--- src/rtl/lifo_fifo_buffer.sv ---
// Parameterised storage buffer: Mode 0 = LIFO stack, Mode 1 = FIFO queue, with occupancy
// count, threshold flags and overflow/underflow pulses. Define LIFO_PEEK_EN to add Peek_out.
module lifo_fifo_buffer #(
   parameter int unsigned Input_Data_Width    = 8,
   parameter int unsigned LIFO_Depth          = 8,
   parameter int unsigned Mode                = 0,
   parameter int unsigned Almost_Full_Thresh  = 6,
   parameter int unsigned Almost_Empty_Thresh = 2
) (
   input  logic                                clk,
   input  logic                                reset,
   input  logic                                Write,
   input  logic                                Read,
   input  logic [Input_Data_Width-1:0]         Data_in,
   output logic [Input_Data_Width-1:0]         Data_out,
   output logic                                Data_valid,
   output logic                                LIFO_Full,
   output logic                                LIFO_Empty,
   output logic                                Almost_Full,
   output logic                                Almost_Empty,
   output logic [$clog2(LIFO_Depth+1)-1:0]     Count,
`ifdef LIFO_PEEK_EN
   output logic [Input_Data_Width-1:0]         Peek_out,
`endif
   output logic                                Overflow,
   output logic                                Underflow
);

   localparam int unsigned CntW = $clog2(LIFO_Depth + 1);
   localparam int unsigned PtrW = $clog2(LIFO_Depth);

   logic [Input_Data_Width-1:0] mem_q [LIFO_Depth];

   logic [CntW-1:0]             count_q, count_d;
   logic [PtrW-1:0]             wr_ptr_q, wr_ptr_d;
   logic [PtrW-1:0]             rd_ptr_q, rd_ptr_d;
   logic [Input_Data_Width-1:0] data_out_q, data_out_d;
   logic                        data_valid_q, overflow_q, underflow_q;

   logic            empty, full, rd_acc, wr_acc;
   logic [PtrW-1:0] rd_addr, wr_addr;

   function automatic logic [PtrW-1:0] ptr_inc(input logic [PtrW-1:0] ptr);
      return (ptr == PtrW'(LIFO_Depth - 1)) ? '0 : ptr + PtrW'(1);
   endfunction

   assign empty  = (count_q == '0);
   assign full   = (count_q == CntW'(LIFO_Depth));
   assign rd_acc = Read & ~empty;
   // A full buffer still takes a write when the same cycle's read frees the slot.
   assign wr_acc = Write & (~full | rd_acc);

   always_comb begin
      rd_addr  = rd_ptr_q;
      wr_addr  = wr_ptr_q;
      wr_ptr_d = wr_ptr_q;
      rd_ptr_d = rd_ptr_q;
      count_d  = count_q;
      if (Mode == 0) begin
         // Simultaneous push+pop overwrites the popped top slot.
         rd_addr = PtrW'(count_q - CntW'(1));
         wr_addr = rd_acc ? rd_addr : PtrW'(count_q);
      end else begin
         if (wr_acc) wr_ptr_d = ptr_inc(wr_ptr_q);
         if (rd_acc) rd_ptr_d = ptr_inc(rd_ptr_q);
      end
      unique case ({wr_acc, rd_acc})
         2'b10:   count_d = count_q + CntW'(1);
         2'b01:   count_d = count_q - CntW'(1);
         default: count_d = count_q;
      endcase
      data_out_d = rd_acc ? mem_q[rd_addr] : data_out_q;
   end

   always_ff @(posedge clk or negedge reset) begin
      if (!reset) begin
         count_q      <= '0;
         wr_ptr_q     <= '0;
         rd_ptr_q     <= '0;
         data_out_q   <= '0;
         data_valid_q <= 1'b0;
         overflow_q   <= 1'b0;
         underflow_q  <= 1'b0;
      end else begin
         count_q      <= count_d;
         wr_ptr_q     <= wr_ptr_d;
         rd_ptr_q     <= rd_ptr_d;
         data_out_q   <= data_out_d;
         data_valid_q <= rd_acc;
         overflow_q   <= Write & ~wr_acc;
         underflow_q  <= Read & empty;
      end
   end

   always_ff @(posedge clk) begin
      if (wr_acc) mem_q[wr_addr] <= Data_in;
   end

   assign Data_out     = data_out_q;
   assign Data_valid   = data_valid_q;
   assign Overflow     = overflow_q;
   assign Underflow    = underflow_q;
   assign Count        = count_q;
   assign LIFO_Empty   = empty;
   assign LIFO_Full    = full;
   assign Almost_Full  = (count_q >= CntW'(Almost_Full_Thresh));
   assign Almost_Empty = (count_q <= CntW'(Almost_Empty_Thresh));

`ifdef LIFO_PEEK_EN
   assign Peek_out = empty ? '0 : mem_q[rd_addr];
`endif

endmodule
--- config.mk ---
export PLATFORM = sky130hd
export DESIGN_NAME = lifo_fifo_buffer
export DESIGN_NICKNAME = d
export VERILOG_FILES = /design/src/rtl/lifo_fifo_buffer.sv
export SDC_FILE = /design/constraint.sdc
export NUM_CORES = 1
export LEC_CHECK = 0
export ABC_AREA = 1
export ABC_CLOCK_PERIOD_IN_PS = 2200
export CORE_MARGIN = 1.5
export CORE_UTILIZATION = 51
export CTS_CLUSTER_SIZE = 40
export DETAILED_ROUTE_END_ITERATION = 16
export GPL_TIMING_DRIVEN = 0
export HOLD_SLACK_MARGIN = 0.08
export PLACE_DENSITY = 0.78
export SETUP_SLACK_MARGIN = 0.4
export SYNTH_ARGS = -nofsm -noshare
export SYNTH_HDL_FRONTEND = slang
export SYNTH_SLANG_ARGS = --single-unit
--- constraint.sdc ---
create_clock -name clk -period 2.2 [get_ports clk]
set_input_delay 0.55 -clock clk [delete_from_list [all_inputs] [get_ports clk]]
set_output_delay 0.55 -clock clk [all_outputs]
set_load 0.01 [all_outputs]
### After elaboration in Yosys (flattened, before gate mapping)

Memories as Yosys holds them, arrays and structs flattened. A register that Yosys moved wholly into a read port is not among the register bits.
Index checks and enable logic that the tools add are counted.

* bitwise logic cells: 8
* $add $sub $neg: 2
* reduce and logical (&&, ||, !) cells: 3
* muxes and demuxes: 4
* multiply operators: 0
* equality and inequality tests: 3
* shifts and indexed selects: 0
* div/mod/pow operators: 0
* order comparisons: 2

Operator list (number)
* $pmux 4 s2: 1
* $add 4x1->4 const B: 1
* $and 1x1->1: 4
* $eq 4x4->1 const B: 1
* $ge 4x3->1 const B: 1
* $le 4x2->1 const B: 1
* $logic_not 4->1: 1
* $sub 4x1->4 const B: 1
* $mux 3: 1
* $not 1->1: 3
* $eq 2x1->1 const B: 1
* $eq 2x2->1 const B: 1
* $mux 1: 2
* $reduce_bool 2->1: 1
* $logic_not 1->1: 1
* $or 1x1->1: 1

* bits in read-only memories: 0
* output and inout bits: 19
* bits in writable memories: 64
* bits in registers: 7
* memories: 1
* latch bits: 0

Memories
* mem_q: words 8, bits a word 8, read ports 1, clocked after Yosys merged registers in 1, wr ports 1, RTL line 32 `logic [Input_Data_Width-1:0] mem_q [LIFO_Depth];`

### Longest topological paths before layout

Gate-level depths: netlist of run 1.

* depth in word-level cells: 7
* mapped depth: 11
* mapped depth without buffers: 10

### Worst setup path before layout of run 1

Ideal clock, no wire load.

* path type: flip-flop to flip-flop
* start: reg count_q[0] (netlist: Count[0])
* end: mem mem_q[2][0] (enable)
* path buffers: 1
* stages on the path, launching flop included: 12
* required time: 1.830 ns
* arrival time: 2.001 ns
* period minus slack after synthesis: 2.372 ns
* slack: -0.172 ns
* cells stage by stage: dfrtp_1 -> inv_2 -> clkbuf_1 -> ha_1 -> inv_1 -> nand2_1 -> nand2_2 -> inv_1 -> nor2_4 -> nor2_2 -> nand2_1 -> nor2_1

* word-level cells in the longest chain between the ends: 7
* elaborated cells on any way between the ends: 11
* those cells by class: add/sub (1); eq/ne (1); mux (3); bitwise (5); reduce/logical (1)

RTL lines
* start, declared: RTL line 34 `logic [CntW-1:0] count_q, count_d;`
* start signal, assigned: RTL line 85 `count_q <= count_d;`
* $logic_not 4->1: RTL line 47 `assign empty = (count_q == '0);`
* $not 1->1: RTL line 49 `assign rd_acc = Read & ~empty;`
* $and 1x1->1: RTL line 49
* $or 1x1->1: RTL line 51 `assign wr_acc = Write & (~full | rd_acc);`
* $and 1x1->1: RTL line 51
* $mux 1: RTL line 96 `if (wr_acc) mem_q[wr_addr] <= Data_in;`
* $mux 1 (not written as such): RTL line 96
* end, declared: RTL line 32

Parallel ways exist; a longest one is shown, timed or not.

### Worst setup path after layout of run 1

* start: reg count_q[0] (netlist: Count[0])
* end: mem mem_q[7][7] (enable)

The elaborated chain is that of the path after synthesis.

==> impl_metrics.py, run 1 <==
metrics = {
    "layout": {
        "area_growth_pct": 34.8,
        "num-nets-final": 407,
        "final_layout_size_suffix_gt1_share_pct": 29.5,
        "layout.cell_area.non_filler_sq_mm": 0.00463,
        "num_antenna_cells": 0,
    },
    "setup_path": {
        "worst-path-max-fanout": 10,
        "critical_path.cell_chain": "inv_4, clkbuf_16, ha_4, buf_4, o21ai_2, nand2_4, nor2_4, buf_12",
        "cp.arrival_ns": 2.09,
        "crit_path_top_delay_cell": "sky130_fd_sc_hd__dfrtp_2",
        "timing.critical_path.required_ns": 2.27,
        "crit_family": "buffers and inverters",
        "critical_path.n_buffers_inverters": 4,
        "setup.worst_path.start_class": "flop",
        "worst_path_largest_cell_delay_ns": 0.43,
        "crit_path_end_kind": "flop",
        "timing.setup.critical_path_class": "flop to flop",
    },
    "synth": {
        "yosysWarningCount": 0,
        "synthCells": 310,
        "synth_seq_cells": 79,
        "synth.yosys.seq_area_share_pct": 67.0,
        "synthDominantAreaCellType": "sky130_fd_sc_hd__edfxtp_1",
        "ranking_of_synthesized_cells_by_area": "sky130_fd_sc_hd__edfxtp_1, sky130_fd_sc_hd__dfrtp_1, sky130_fd_sc_hd__o21ai_0",
        "synthDominantCellAreaShare_pct": 56.0,
        "synth_nets": 325,
        "yosys.cell_types.count": 26,
        "netlist_area_sq_mm": 0.00343,
        "post_synthesis_mean_instance_area_sq_um": 11.1,
    },
    "die": {
        "design.portCount": 31,
        "die-area_sq_mm": 0.00723,
        "std_cell_rows": 29,
        "die_w_um": 85.0,
        "die_height_um": 85.0,
        "core_sq_mm": 0.00642,
        "initial_core_utilization_pct": 53.4,
    },
    "timing": {
        "fin_crit_ns": 2.02,
        "setup_slack_ns": 0.181,
        "slew_hr_pct": 44.9,
        "max_freq_ghz": 0.495,
        "worst-slew-pin-transition_ns": 0.823,
        "final.period_utilization_pct": 91.8,
        "number_of_pins_with_negative_max_slew_slack_in_the_final_report": 0,
        "whs_ns": 0.496,
        "grt_setup_unrepaired": "true",
        "setup-violations-final": 0,
        "timing_hold_violations_final": 0,
        "skew_ns": 0.00969,
    },
    "clock_tree": {
        "numCtsBuffers": 9,
        "htreeDepth": 3,
        "skew_pair_late_insertion_delay_ns": 0.35,
        "cts.sink_count": 79,
        "cts-root-to-sink-buffers": 2,
        "clock_tree_from_tritoncts": "built",
        "cts_root_buf": "sky130_fd_sc_hd__clkbuf_8",
        "clk_transition_reported_paths_ns": 0.07,
        "hold_buffers": 0,
    },
    "place": {
        "gp_routability_congestion": 0.808,
        "dp_worst_setup_slack_ns": -0.314,
        "port-buffer-count": 30,
        "placed_area_sq_mm": 0.00395,
        "dp.final_hpwl_um": 4650,
    },
    "drt": {
        "drtIter0Drc": 256,
        "detailroute.via_count": 2626,
        "post-route-drc-count": 3,
        "drt.antenna.violating_nets": 0,
        "first_pass_iters": 11,
        "routed_via_density": 5.54,
        "routed_wl_um": 8890,
        "avgRoutedWirePerCell_um": 18.8,
    },
    "power_and_ir_drop": {
        "ir_worst_vdd_uv": 754,
        "p_per_area_mw_per_mm2": 1500,
        "static-leakage-power_nw": 1.90,
        "post-layout-total-power_mw": 6.94,
    },
    "worst_hold_path": {
        "min-delay-path-class": "flop to flop",
    },
    "outcome": {
        "failing_checks": "design-rule violations",
        "status": "finished with violations",
    },
    "global_route": {
        "grt_pass1_wl_um": 13300,
        "grt-ovfl-total": 0,
        "grt_pass1_vias": 2532,
        "grt_max_degree": 16,
        "antenna_found_initial": 0,
        "grt_util_all_layers_pct": 25.6,
    },
    "flow_run": {
        "max_cap_viol_count": 0,
    },
}
## worst paths after layout
path / cells past startpoint / endpoint / start / slack, ns
setup / recovery: 8 / mem_q[7][7] / Count[0] / 0.18
hold / removal: 2 / Data_out[7] / Data_out[7] / 0.50
setup reg to reg: 8 / mem_q[7][7] / Count[0] / 0.18
hold reg to reg: 2 / Data_out[7] / Data_out[7] / 0.50
max in group asynchronous: 1 / Count[0] / reset / 0.97
min in group asynchronous: 1 / Data_out[4] / reset / 0.66
## cell usage in the layout (no fill, tap or decap), types with 4 or more instances in the layout
master,synthesis,layout
sky130_fd_sc_hd__dlygate4sd2_1,0,12
sky130_fd_sc_hd__dfrtp_1,15,12
sky130_fd_sc_hd__clkdlybuf4s50_1,0,12
sky130_fd_sc_hd__nor2_1,49,41
sky130_fd_sc_hd__o21ai_0,43,41
sky130_fd_sc_hd__buf_4,2,28
sky130_fd_sc_hd__clkbuf_8,0,10
sky130_fd_sc_hd__inv_1,18,14
sky130_fd_sc_hd__inv_2,4,4
sky130_fd_sc_hd__clkbuf_1,4,4
sky130_fd_sc_hd__edfxtp_1,64,64
sky130_fd_sc_hd__buf_6,1,17
sky130_fd_sc_hd__nor2_4,3,12
sky130_fd_sc_hd__nand3_1,21,20
sky130_fd_sc_hd__nand2_4,2,11
sky130_fd_sc_hd__a21oi_1,10,10
sky130_fd_sc_hd__buf_2,4,6
sky130_fd_sc_hd__nand2_1,53,44
## synth_stat cells
cell                       instances
sky130_fd_sc_hd__a21oi_1          10
sky130_fd_sc_hd__a21oi_2           1
sky130_fd_sc_hd__a21oi_4           1
sky130_fd_sc_hd__buf_12            1
sky130_fd_sc_hd__buf_2             4
sky130_fd_sc_hd__buf_4             2
sky130_fd_sc_hd__buf_6             1
sky130_fd_sc_hd__clkbuf_1          4
sky130_fd_sc_hd__dfrtp_1          15
sky130_fd_sc_hd__edfxtp_1         64
sky130_fd_sc_hd__ha_1              3
sky130_fd_sc_hd__inv_1            18
sky130_fd_sc_hd__inv_2             4
sky130_fd_sc_hd__nand2_1          53
sky130_fd_sc_hd__nand2_2           3
sky130_fd_sc_hd__nand2_4           2
sky130_fd_sc_hd__nand2_8           1
sky130_fd_sc_hd__nand3_1          21
sky130_fd_sc_hd__nand3_2           3
sky130_fd_sc_hd__nand4_1           1
sky130_fd_sc_hd__nor2_1           49
sky130_fd_sc_hd__nor2_2            1
sky130_fd_sc_hd__nor2_4            3
sky130_fd_sc_hd__o21a_1            1
sky130_fd_sc_hd__o21ai_0          43
sky130_fd_sc_hd__xor2_1            1
## stage by stage
step	setup TNS (ns)	std cells	util, %
after global placement	-17.32	417	61.5
after floorplan	0	310	-
final	0	474	72.0
after CTS	0	469	70.7
after detailed placement	-17.64	417	61.5
after global routing	0	474	72.0
## final cells by class
type	instances	area [sq um]
tap	77	96.3
buffer	12	123
clock inverter	4	72.6
clock buffer	12	135
multi-input combinational	197	1150
sequential	79	2300
inverter	22	95.1
fill	418	1800
timing repair buffer	71	654
## cell families (layout without fill, tap and decap cells)
kind of cell	count (synthesis)	in the layout	share of synthesized area (%)
DFF	79	79	67.0
xor gates and xnor gates	1	1	0.255
and+or+nand+nor	137	137	18.2
buffers and inverters	34	121	4.78
adders and majority gates	3	3	1.09
AOI/OAI and AO/OA	56	56	8.68
## state kept, by name (all words and copies together), names as in the netlist
signal	count
mem_q	64
Data_out	8
Count	4
Data_valid	1
Overflow	1
Underflow	1
## worst register-to-register path: cells and delay by family, from the launching register on
kind | cells | cell delay [ns]
compound gates | 1 | 0.28
fa+ha+maj | 1 | 0.20
buf+inv | 4 | 0.54
flops | 1 | 0.43
simple gates | 2 | 0.27
## layer usage
layer  wire length [um]  global-route usage, %
met5                  0                      0
met4                459                   16.7
met3                732                   6.61
met2               4090                   38.7
met1               3610                   32.8
## timing repair
action / 4_1_cts / 5_1_grt
endpoints found under the setup margin: 88 / 77
cloned: 0 / 0
setup buffers: 36 / 5
resized for setup: 67 / 16
pin swaps: 16 / 8
## power by group
group          internal (mW)  switching [mW]
Sequential              1.97           0.121
Combinational           1.51            2.19
Clock                  0.638           0.504
Total                   4.13            2.82
Power figures use the tool's default switching activity.
==> run 2, diff against run 1 <==
- RECOVER_POWER: unset -> 25
==> run 2 against run 1 <==
The flow still finishes with violations (design-rule violations). Highest routed layer unchanged. Largest cell class unchanged. Cell area unchanged. Combinational power is essentially flat. First-iteration DRC count unchanged. Via count increased by 0.61%.
==> impl_metrics.py, run 2 (synthesis gave the netlist of run 1 again) <==
metrics = {
    "global_route": {
        "grt_pass1_wl_um": 13300,
        "antenna_found_initial": 0,
        "grt_max_degree": 16,
        "grt-ovfl-total": 0,
        "grt_util_all_layers_pct": 25.6,
        "grt_pass1_vias": 2532,
    },
    "timing": {
        "worst-slew-pin-transition_ns": 0.821,
        "whs_ns": 0.495,
        "skew_ns": 0.0101,
        "grt_setup_unrepaired": "true",
        "setup-violations-final": 0,
        "setup_slack_ns": 0.180,
        "number_of_pins_with_negative_max_slew_slack_in_the_final_report": 0,
        "max_freq_ghz": 0.495,
        "slew_hr_pct": 45.1,
        "timing_hold_violations_final": 0,
        "fin_crit_ns": 2.02,
        "final.period_utilization_pct": 91.8,
    },
    "layout": {
        "final_layout_size_suffix_gt1_share_pct": 29.5,
        "layout_commonest_cell": "sky130_fd_sc_hd__edfxtp_1",
        "area_growth_pct": 34.8,
        "largest-register": "mem_q",
        "num-nets-final": 407,
        "leading_cell_types_in_the_layout_fill_and_taps_excluded": "sky130_fd_sc_hd__edfxtp_1, sky130_fd_sc_hd__nand2_1, sky130_fd_sc_hd__nor2_1, sky130_fd_sc_hd__o21ai_0, sky130_fd_sc_hd__buf_4",
        "num_antenna_cells": 0,
        "layout.core_utilization_pct": 72.0,
        "area_used_by_multi_input_combinational_logic_sq_mm": 0.00115,
        "fill_cells": 418,
        "sequential_cell_area_sq_mm": 0.00230,
        "largest_reg_flops": 64,
    },
    "die": {
        "die_w_um": 85.0,
        "die_height_um": 85.0,
        "std_cell_rows": 29,
        "core_sq_mm": 0.00642,
        "initial_core_utilization_pct": 53.4,
        "die-area_sq_mm": 0.00723,
        "design.portCount": 31,
    },
    "place": {
        "port-buffer-count": 30,
        "dp.final_hpwl_um": 4650,
        "gp_routability_congestion": 0.808,
        "dp_worst_setup_slack_ns": -0.314,
    },
    "drt": {
        "first_pass_iters": 11,
        "avgRoutedWirePerCell_um": 18.7,
        "detailroute.via_count": 2642,
        "routed_via_density": 5.57,
        "post-route-drc-count": 3,
        "routed_wl_um": 8860,
        "drtIter0Drc": 256,
        "drt.antenna.violating_nets": 0,
    },
    "outcome": {
        "failing_checks": "design-rule violations",
        "status": "finished with violations",
    },
    "worst_hold_path": {
        "min-delay-path-class": "flop to flop",
        "holdCritStartpoint": "Data_out[7]",
    },
    "clock_tree": {
        "numCtsBuffers": 9,
        "clock_tree_from_tritoncts": "built",
        "htreeDepth": 3,
        "cts_root_buf": "sky130_fd_sc_hd__clkbuf_8",
        "skew_pair_late_insertion_delay_ns": 0.35,
        "hold_buffers": 0,
        "clk_transition_reported_paths_ns": 0.07,
        "cts-root-to-sink-buffers": 2,
        "cts.sink_count": 79,
    },
    "setup_path": {
        "crit_start": "Count[0]",
        "timing.critical_path.required_ns": 2.27,
        "worst-path-max-fanout": 10,
        "reg2reg_from": "Count[0]",
        "r2r_setup_slack_ns": 0.18,
        "crit_path_end_kind": "flop",
        "timing.setup.critical_path_class": "flop to flop",
        "setup.worst_path.start_class": "flop",
        "cp.arrival_ns": 2.09,
    },
    "power_and_ir_drop": {
        "static-leakage-power_nw": 1.90,
        "post-layout-total-power_mw": 6.94,
        "p_per_area_mw_per_mm2": 1500,
        "ir_worst_vdd_uv": 754,
    },
    "flow_run": {
        "max_cap_viol_count": 0,
    },
}
[run 2: cell count changes in the layout (fill, tap and decap cells not counted), sizes merged]
cell	previous run	this run
dlygate4sd3	0	6
clkdlybuf4s50	12	6
[run 2: per-stage QoR]
stage	instances	TNS [ns]	area, sq um
after floorplan	310	0	3550
after global placement	417	-17.32	3950
after detailed placement	417	-17.64	3950
after CTS	469	0	4540
after global routing	474	0	4630
final	474	0	4630
[run 2: timing repair]
item	in CTS	in global routing
endpoints found under the setup margin	88	77
gates resized for setup	67	16
buffers inserted	36	5
pin swaps	16	8
[run 2: path summary, 6_finish.rpt]
kind	to	depth (start not counted)
setup reg to reg	mem_q[7][7]	8
setup / recovery	mem_q[7][7]	8
hold / removal	Data_out[7]	2
hold reg to reg	Data_out[7]	2
min in group asynchronous	Data_out[4]	1
max in group asynchronous	Count[0]	1
[run 2: final cells by class]
cell class	count	area share, %
plain buffers	12	2.65
inverters	22	2.06
multi-input cells	197	24.8
clock inverters	4	1.57
clock buffers	12	2.92
well taps	77	2.08
repair buffers	71	14.1
flip-flops and latches	79	49.7
[run 2: worst max-delay path, cell delays in order, from the launching register on]
cell,delay (ns)
sky130_fd_sc_hd__dfrtp_2,0.43
sky130_fd_sc_hd__inv_4,0.07
sky130_fd_sc_hd__clkbuf_16,0.14
sky130_fd_sc_hd__ha_4,0.20
sky130_fd_sc_hd__buf_4,0.18
sky130_fd_sc_hd__o21ai_2,0.28
sky130_fd_sc_hd__nand2_4,0.11
sky130_fd_sc_hd__nor2_4,0.16
sky130_fd_sc_hd__buf_12,0.14
[run 2: power by group]
part | internal [mW] | switching (mW) | total (mW)
Sequential | 1.97 | 0.122 | 2.10
Clock | 0.638 | 0.504 | 1.14
Combinational | 1.51 | 2.19 | 3.70
[run 2: layer usage]
| metal | share of wire (%) | vias up | GRT usage [%] |
|---|---|---|---|
| met5 | 0 | - | 0 |
| met4 | 5.2 | 0 | 16.7 |
| met3 | 8.8 | 40 | 6.61 |
| met2 | 46 | 153 | 38.7 |
| met1 | 40 | 1233 | 32.8 |
| li1 | - | 1216 | - |
